`config.mk`:
```
export PLATFORM = sky130hd
export DESIGN_NAME = instr_fetcher
export DESIGN_NICKNAME = d
export VERILOG_FILES = /design/src/rtl/instr_fetcher.sv
export SDC_FILE = /design/constraint.sdc
export NUM_CORES = 1
export LEC_CHECK = 0
export ABC_CLOCK_PERIOD_IN_PS = 4000
export BUFFER_PORTS_ARGS = -buffer_cell sky130_fd_sc_hd__buf_2
export CORE_UTILIZATION = 46
export CTS_CLUSTER_DIAMETER = 100
export DETAILED_ROUTE_END_ITERATION = 10
export HOLD_SLACK_MARGIN = 0.12
export PLACE_DENSITY = 0.85
export SKIP_CTS_REPAIR_TIMING = 1
export SYNTH_ARGS = -nofsm -noshare
export SYNTH_HDL_FRONTEND = slang
export SYNTH_SLANG_ARGS = --single-unit
export TNS_END_PERCENT = 100
```
`constraint.sdc`:
```
create_clock -name clk -period 4 [get_ports clk]
set_clock_uncertainty 0.1 [all_clocks]
set_input_delay 0.8 -clock clk [delete_from_list [all_inputs] [get_ports clk]]
set_output_delay 0.8 -clock clk [all_outputs]
set_load 0.05 [all_outputs]
```
`src/rtl/instr_fetcher.sv`:
```
// instr_fetcher: per-core fetch unit; issues one program-memory read per FETCH
// and holds the returned word for the decoder. Optional macro: FETCH_PC_HIT_EN.
//
// Ports:
//   clk, reset (async, active-high), enable (low = full freeze)
//   core_state       : scheduler state (FETCH=001, DECODE=010)
//   current_pc       : address to fetch
//   mem_read_valid   : request strobe, held until mem_read_ready
//   mem_read_address : request address, copy of current_pc at issue
//   mem_read_ready   : response strobe, mem_read_data valid this cycle
//   mem_read_data    : returned instruction word
//   fetcher_state    : IDLE=000 FETCHING=001 FETCHED=010
//   instruction      : last captured instruction
//
// FETCH_PC_HIT_EN: a single-entry tag lets a FETCH of the most recently
// fetched PC skip the memory request and reuse the held instruction.

module instr_fetcher #(
    parameter int PROGRAM_MEM_ADDR_BITS = 8,
    parameter int PROGRAM_MEM_DATA_BITS = 16
) (
    input  logic                             clk,
    input  logic                             reset,
    input  logic                             enable,
    input  logic [2:0]                       core_state,
    input  logic [PROGRAM_MEM_ADDR_BITS-1:0] current_pc,
    output logic                             mem_read_valid,
    output logic [PROGRAM_MEM_ADDR_BITS-1:0] mem_read_address,
    input  logic                             mem_read_ready,
    input  logic [PROGRAM_MEM_DATA_BITS-1:0] mem_read_data,
    output logic [2:0]                       fetcher_state,
    output logic [PROGRAM_MEM_DATA_BITS-1:0] instruction
);

    typedef enum logic [2:0] {
        S_IDLE     = 3'b000,
        S_FETCHING = 3'b001,
        S_FETCHED  = 3'b010
    } fstate_t;

    localparam logic [2:0] CORE_FETCH  = 3'b001;
    localparam logic [2:0] CORE_DECODE = 3'b010;

    fstate_t                          state_q;
    logic                             valid_q;
    logic [PROGRAM_MEM_ADDR_BITS-1:0] addr_q;
    logic [PROGRAM_MEM_DATA_BITS-1:0] instr_q;

`ifdef FETCH_PC_HIT_EN
    logic [PROGRAM_MEM_ADDR_BITS-1:0] last_pc_q;
    logic                             last_valid_q;
    logic                             hit;

    assign hit = last_valid_q && (current_pc == last_pc_q);
`endif

    always_ff @(posedge clk or posedge reset) begin
        if (reset) begin
            state_q <= S_IDLE;
            valid_q <= 1'b0;
            addr_q  <= '0;
            instr_q <= '0;
`ifdef FETCH_PC_HIT_EN
            last_pc_q    <= '0;
            last_valid_q <= 1'b0;
`endif
        end else if (enable) begin
            unique case (state_q)
                S_IDLE: begin
                    if (core_state == CORE_FETCH) begin
`ifdef FETCH_PC_HIT_EN
                        if (hit) begin
                            // Held instruction already belongs to this PC.
                            state_q <= S_FETCHED;
                        end else begin
                            valid_q <= 1'b1;
                            addr_q  <= current_pc;
                            state_q <= S_FETCHING;
                        end
`else
                        valid_q <= 1'b1;
                        addr_q  <= current_pc;
                        state_q <= S_FETCHING;
`endif
                    end
                end
                S_FETCHING: begin
                    // No abort: request stays up until the response lands.
                    if (mem_read_ready) begin
                        instr_q <= mem_read_data;
                        valid_q <= 1'b0;
                        state_q <= S_FETCHED;
`ifdef FETCH_PC_HIT_EN
                        last_pc_q    <= addr_q;
                        last_valid_q <= 1'b1;
`endif
                    end
                end
                S_FETCHED: begin
                    if (core_state == CORE_DECODE) begin
                        state_q <= S_IDLE;
                    end
                end
                default: begin
                    state_q <= S_IDLE;
                    valid_q <= 1'b0;
                end
            endcase
        end
    end

    assign mem_read_valid   = valid_q;
    assign mem_read_address = addr_q;
    assign fetcher_state    = state_q;
    assign instruction      = instr_q;

endmodule

```
Word level (Yosys, flattened, before mapping)
Index checks and enable logic that the tools add are counted.
- output and inout port bits: 28
- bits of input ports: 31
- word-level logic and storage cells: 24
- register bits after elaboration: 28
- bitwise operators: 1
- mux-type cells: 7
- reductions and logical operators: 5
- equality and inequality tests: 7
- operators with widths (operator ; count):
    3-bit 2-to-1 mux ; 3
    3-bit one-hot mux with 3 select lines ; 1
    4-bit AND reduction ; 2
    3-bit by 1-bit == test with 1-bit output, second input constant ; 2
    3-bit by 2-bit == test with 1-bit output, second input constant ; 2
    2-bit inequality test, second input constant ; 3
    3-bit AND reduction ; 2
    3-bit logical NOT ; 1
    1-bit one-hot mux with 3 select lines ; 1
    1-bit 2-to-1 mux ; 2
    1-bit inverter ; 1

Logic depth before layout (Yosys ltp)
Gate-level depths: netlist of run 1.
- depth after elaboration: 3
- depth in mapped cells: 4
- mapped depth without buffers: 3

Least setup slack after synthesis of run 1
Ideal clock, no wire load.
- kind: in2reg
- start: input port enable
- end: register instr_q[0] (netlist: instruction[0])
- slack: 2.239 ns
- library setup time: 0.125 ns
- data arrival time: 1.536 ns
- data required time: 3.775 ns
- stages on the path: 4
- path through: nor2b_4 nand3_4 buf_6 mux2_2
- longest elaborated chain between the ends: 1
- RTL lines (item ; RTL line ; RTL):
    start, declared ; 24 ; input logic enable,
    3-bit AND reduction (no source line) ; n/a ;
    end signal, assigned ; 90 ; instr_q <= mem_read_data;
    end, declared ; 47 ; logic [PROGRAM_MEM_DATA_BITS-1:0] instr_q;
No other way between the ends.
A chain may end at the register's enable or synchronous reset.

Worst setup path in the final report of run 1
- start: register state_q[0] (netlist: fetcher_state[0])
- end: output port fetcher_state[0]
- RTL lines (item ; RTL line ; RTL):
    start, declared ; 44 ; fstate_t state_q;
    start signal, assigned ; 59 ; state_q <= S_IDLE;
    start signal, assigned ; 83 ; state_q <= S_FETCHING;
    start signal, assigned ; 92 ; state_q <= S_FETCHED;
    end, declared ; 31 ; output logic [2:0] fetcher_state,
No word-level cell between the ends.

==> reports/metrics.csv, run 1 <==
stage;metric;value;unit
outcome;status;finished, final reports clean;
final_layout;area delta synth->final;30.72;%
logic_synthesis;adder-cell share of the synthesized area;0;%
logic_synthesis;Synth Area in Compound Gates;2.345;%
final_layout;layout cells sized above 1;69.29;%
routing;post-route ant nets;0;
final_layout;fillers;188;
sta;Max Fclk;503.8;MHz
floorplanning;Cell Rows;17;
worst_setup_path;CP top delay family;flip-flops;
min_path;Hold Path End;mem_read_address[2];
logic_synthesis;synthesized area;1067;um2
routing;drt pass-1 iters;4;
grt;vias in the first global route;777;
floorplanning;core area;2191;um2
logic_synthesis;mux contribution to synthesized area;25.32;%
final_layout;ANT cells;0;
floorplanning;die height;50.17;um
logic_synthesis;Seq cells post-synth;27;
sta;Final Critical Period;1.985;ns
final_layout;Reg area;675.6;um2
grt;global-route wire length before repair;3291;um
cts;CTS Buf Count;3;
sta;Slew Viols, Final;0;
grt;GRT Total Usage;17.58;%
floorplanning;Die ar.;2517;um2
worst_setup_path;R2R Setup Slk;2.50;ns
cts;worst-skew pair later-pin latency;0.31;ns
worst_setup_path;Reg2Reg Capture Point;mem_read_address[7];
cts;clock tree from TritonCTS;yes;
logic_synthesis;post-synthesis simple-gate area fraction;6.213;%
routing;final WL;2022;um
worst_setup_path;Worst Path Required;3.10;ns
sta;Worst-Margin Slew;0.9550;ns
flow_run;max-cap violation count;0;
worst_setup_path;CP endpoint kind;output port;
sta;final setup fails;0;
grt;initial antenna violation count;0;
routing;DRC errors left;0;
sta;Max transition margin;36.26;%
place;HPWL Detailed;1561;um
worst_setup_path;nature of the critical path startpoint;register;
grt;gr ovfl total;0;
cts;Clock transition at path regs;0.13;ns
sta;Setup TNS;0;ns
routing;DR WL/cell;13.05;um
logic_synthesis;Yosys warning total;0;
min_path;origin of the worst min-delay path;mem_read_address[2];
sta;Fin. Hold Viols;0;
logic_synthesis;main combinational cell family by area after synthesis;multiplexers;
logic_synthesis;Synth Area in XOR/XNOR;0;%
cts;clock buffer depth;2;
floorplanning;die width;50.17;um
worst_setup_path;Worst path slowest cell;dfrtp_1;
floorplanning;# IOs;59;
logic_synthesis;Synth Instances;68;
logic_synthesis;Synthesized Nets;99;
worst_setup_path;reg2reg start;fetcher_state[1];
final_layout;multi-input logic area;365.4;um2
worst_setup_path;Critical Path Max Stage Delay;0.47;ns
worst_setup_path;CP cell instances;buf_2;
routing;Via-to-Cell Ratio;4.897;
routing;vias;759;
place;IO buf count;57;
grt;largest net degree at the start of global routing;28;
place;GPL Wtd Cong;0.7158;
worst_setup_path;critical-path maximum fanout;5;
final_layout;final net count;159;
worst_setup_path;Setup CP Type;reg -> out;
worst_setup_path;Bufs and invs on worst path;1;
worst_setup_path;CP arrival;1.08;ns
logic_synthesis;sequential share of the synthesized area;63.31;%
min_path;worst min-delay path category;reg -> reg;
worst_setup_path;worst reg-to-reg path cell count;3;
floorplanning;initial core utilization;48.72;%
cts;Root Buffer;clkbuf_4;
routing;1st-iter DRT viols;9;
sta;unrepaired setup endpoints after global routing;false;
logic_synthesis;Avg Synthesized Cell Area;15.70;um2
sta;fin crit share;49.62;%
logic_synthesis;Netlist cell types;14;
cts;H-Tree Depth;1;
cts;CTS Sinks;27;
min_path;Hold Path Depth;1;
[cell type report]
| class | instances | area share, % |
|---|---|---|
| clock buffers | 4 | 1.883 |
| inverters | 2 | 0.5381 |
| multi-input cells | 37 | 26.19 |
| flip-flops and latches | 27 | 48.43 |
| well taps | 28 | 2.511 |
| repair buffers | 57 | 20.45 |
[registers in the layout, summed over array words and instances, names as in the netlist]
signal	flops
fetcher_state	2
instruction	16
mem_read_address	8
mem_read_valid	1
[layer usage]
layer / share of wire (%) / routed length [um] / global-route usage [%] / vias to the layer above
met1: 41 / 827 / 20.28 / 370
li1: - / - / - / 351
met3: 6.7 / 136 / 3.333 / 2
met5: 0 / 0 / 0 / -
met4: 0.49 / 10 / 8.571 / 0
met2: 52 / 1048 / 30.89 / 36
[kinds of logic after synthesis]
logic type      count (synthesis)
compound gates                  4
buf+inv                         4
flops                          27
mux                            24
other cells                     1
simple gates                    8
[metrics by stage]
step	cells	worst slack, ns	instance area [um2]	utilization, %	hold WS [ns]
3_3_place_gp	151	2.073	1369	62.48	0.3827
2_1_floorplan	68	2.239	1067	-	0.6807
5_1_grt	155	1.943	1395	63.68	0.4329
4_1_cts	155	1.993	1395	63.68	0.4218
3_5_place_dp	151	2.020	1369	62.48	0.3904
6_report	155	2.015	1395	63.68	0.4137
[worst register-to-register path: stages (launching register included)]
cell,delay (ns)
dfrtp_1,0.46
nor2b_4,0.17
nand4_2,0.30
mux2_2,0.37
[layout by cell type (no fill, tap or decap)]
master / count
nor2b_4: 1
nand3_4: 1
nor2_1: 1
inv_1: 2
nand4_2: 1
clkbuf_1: 1
o21ai_0: 3
nor3b_1: 1
a21bo_2: 1
dfrtp_1: 27
mux2_2: 24
conb_1: 1
buf_2: 57
clkbuf_4: 3
nand2_1: 3
[Yosys cell counts]
master	n	area (um2)
nand2_1	3	11.26
nand4_2	1	12.51
buf_6	1	11.26
nor3b_1	1	7.510
a21bo_2	1	10.01
mux2_2	24	270.3
buf_4	1	7.510
conb_1	1	3.750
nand3_4	1	17.52
inv_1	2	7.510
o21ai_0	3	15.01
dfrtp_1	27	675.7
nor2_1	1	3.750
nor2b_4	1	13.76
[how the worst max path moves through the flow]
| stage | start | end | slack, ns | cells after the start |
|---|---|---|---|---|
| finish | fetcher_state[0] | fetcher_state[0] | 2.02 | 1 |
| global route | fetcher_state[0] | fetcher_state[0] | 1.94 | 1 |
| CTS | fetcher_state[0] | fetcher_state[0] | 1.99 | 1 |
| detailed placement | enable | mem_read_address[4] | 2.02 | 4 |
| global placement | enable | mem_read_address[0] | 2.07 | 4 |
| floorplan | enable | instruction[0] | 2.24 | 4 |
Power of run 1 is left out: the tool's default activity adds up to more than one toggle a clock period on the data nets, which glitch-free logic cannot reach.
==> run 2, diff against run 1 <==
--- a/config.mk
+++ b/config.mk
@@ -5,13 +5,13 @@
 export SDC_FILE = /design/constraint.sdc
 export NUM_CORES = 1
 export LEC_CHECK = 0
-export ABC_CLOCK_PERIOD_IN_PS = 4000
+export ABC_CLOCK_PERIOD_IN_PS = 1900
 export BUFFER_PORTS_ARGS = -buffer_cell sky130_fd_sc_hd__buf_2
-export CORE_UTILIZATION = 46
+export CORE_UTILIZATION = 43
 export CTS_CLUSTER_DIAMETER = 100
 export DETAILED_ROUTE_END_ITERATION = 10
 export HOLD_SLACK_MARGIN = 0.12
-export PLACE_DENSITY = 0.85
+export PLACE_DENSITY = 0.81
 export SKIP_CTS_REPAIR_TIMING = 1
 export SYNTH_ARGS = -nofsm -noshare
 export SYNTH_HDL_FRONTEND = slang
==> constraint.sdc (replaced) <==
create_clock -name clk -period 1.9 [get_ports clk]
set_clock_uncertainty 0.1 [all_clocks]
set_input_delay 0.38 -clock clk [delete_from_list [all_inputs] [get_ports clk]]
set_output_delay 0.38 -clock clk [all_outputs]
set_load 0.05 [all_outputs]
==> run 2 against run 1 <==
  * Routed wire length decreased by 4.6%
  * Die area is 6.7% higher
  * Worst hold slack got worse by 0.22 ns
  * Flip-flop and latch count is the same
  * Critical endpoint unchanged
==> reports/metrics.csv, run 2 (same netlist as run 1, synthesis figures left out) <==
stage;metric;value;unit;change
sta;unrepaired setup endpoints after global routing;false;;
routing;final WL;1929;um;-4.6%
final_layout;Final Core Density;62.07;%;-1.6 points
worst_setup_path;CP top delay family;flip-flops;;
worst_setup_path;Worst Path Required;1.42;ns;-1.68 ns
place;HPWL Detailed;1520;um;-2.6%
worst_setup_path;Worst path depth;1;;unchanged
sta;Final Critical Period;1.538;ns;
grt;GRT Total Usage;15.71;%;-1.9 points
floorplanning;initial core utilization;46.89;%;-1.8 points
cts;clock tree from TritonCTS;yes;;
grt;largest net degree at the start of global routing;28;;unchanged
floorplanning;Cell Rows;17;;unchanged
cts;Root Buffer;clkbuf_4;;
sta;Setup TNS;0;ns;unchanged
floorplanning;Die ar.;2685;um2;+6.7%
worst_setup_path;Worst path slowest cell;dfrtp_1;;
floorplanning;core area;2276;um2;+3.9%
sta;final setup fails;0;;unchanged
final_layout;layout cells sized above 1;68.99;%;-0.30 points
cts;H-Tree Depth;1;;unchanged
grt;gr ovfl total;0;;unchanged
floorplanning;die width;51.82;um;+3.3%
worst_setup_path;critical-path maximum fanout;5;;unchanged
final_layout;area delta synth->final;32.36;%;
routing;Via-to-Cell Ratio;4.752;;-3.0%
cts;CTS Buf Count;3;;unchanged
worst_setup_path;reg2reg start;fetcher_state[1];;
routing;post-route ant nets;0;;unchanged
routing;1st-iter DRT viols;0;;-9
grt;vias in the first global route;742;;-4.5%
routing;vias;746;;-1.7%
outcome;status;finished, final reports clean;;
cts;Clock transition at path regs;0.13;ns;about the same
worst_setup_path;Bufs and invs on worst path;1;;unchanged
sta;fin crit share;80.93;%;
worst_setup_path;Setup CP Type;reg -> out;;
final_layout;commonest non-fill, non-tap cell in the layout;buf_2;;
worst_setup_path;CP endpoint;fetcher_state[0];;
routing;DR WL/cell;12.29;um;-5.8%
worst_setup_path;worst reg-to-reg path cell count;3;;unchanged
cts;clock buffer depth;2;;unchanged
routing;drt pass-1 iters;1;;-3
cts;CTS Sinks;27;;unchanged
worst_setup_path;Critical Path Max Stage Delay;0.45;ns;-0.02 ns
worst_setup_path;nature of the critical path startpoint;register;;
floorplanning;die height;51.82;um;+3.3%
worst_setup_path;CP Launch Point;fetcher_state[0];;
final_layout;commonest cells after routing, fill and taps aside;buf_2 (57), dfrtp_1 (27), mux2_2 (24);;
place;GPL Wtd Cong;0.6245;;-13%
final_layout;number of flip-flops in the largest register;16;;unchanged
final_layout;fillers;200;;+6.4%
floorplanning;# IOs;59;;unchanged
final_layout;final net count;161;;+1.3%
final_layout;post-route cell area;1413;um2;+1.3%
place;Placed Instance Area;1376;um2;+0.55%
worst_setup_path;CP arrival;1.06;ns;-0.02 ns
sta;Max Fclk;650.3;MHz;
sta;Fin. Hold Viols;0;;unchanged
grt;initial antenna violation count;0;;unchanged
place;IO buf count;57;;unchanged
final_layout;ANT cells;0;;unchanged
worst_setup_path;Reg2Reg Capture Point;mem_read_address[6];;
cts;worst-skew pair later-pin latency;0.31;ns;about the same
grt;global-route wire length before repair;3049;um;-7.4%
flow_run;max-cap violation count;0;;unchanged
worst_setup_path;R2R Setup Slk;0.43;ns;-2.07 ns
min_path;worst min-delay path category;in -> reg;;
sta;Slew Viols, Final;0;;unchanged
worst_setup_path;CP endpoint kind;output port;;
sta;worst hold margin;0.1889;ns;-0.2248 ns
routing;DRC errors left;0;;unchanged
worst_setup_path;CP cell instances;buf_2;;
run 2: cell types whose count changed in the layout (fill, tap and decap cells not counted), sizes merged:
cell | before | now
dlygate4sd3 | 0 | 1
buf | 57 | 58
run 2: how the worst min path moves through the flow:
| stage | startpoint | to | slack (ns) | cells after the start |
|---|---|---|---|---|
| 3_5_place_dp | reset | instruction[6] | 0.35 | 3 |
| 3_3_place_gp | reset | instruction[8] | 0.34 | 3 |
| 4_1_cts | reset | instruction[6] | -0.01 | 3 |
| 2_1_floorplan | reset | fetcher_state[0] | 0.33 | 1 |
| 5_1_grt | mem_read_data[14] | instruction[14] | 0.16 | 2 |
| 6_report | mem_read_data[9] | instruction[9] | 0.19 | 2 |
run 2: metrics by stage:
stage / setup WS (ns) / std cells
after floorplan: 0.2946 / 68
after global placement: 0.3954 / 152
after detailed placement: 0.3553 / 152
after CTS: 0.3457 / 156
after global routing: 0.2885 / 157
final: 0.3623 / 157
run 2: area by class of cell:
class | count | area (um2) | area share, %
repair buffers | 59 | 302.8 | 21.43
multi-input cells | 37 | 365.4 | 25.86
clock buffers | 4 | 26.28 | 1.860
flip-flops and latches | 27 | 675.6 | 47.83
well taps | 28 | 35.03 | 2.480
inverters | 2 | 7.507 | 0.5314
run 2: per-layer routing:
| layer | up-vias | track usage, % | part of all wire (%) |
|---|---|---|---|
| met2 | 29 | 27.35 | 54 |
| met4 | 0 | 6.757 | 0.57 |
| met3 | 2 | 3.801 | 5.5 |
| met5 | - | 0 | 0 |
| met1 | 360 | 18.18 | 40 |
| li1 | 355 | - | - |
Power of run 2 is left out for the same reason.
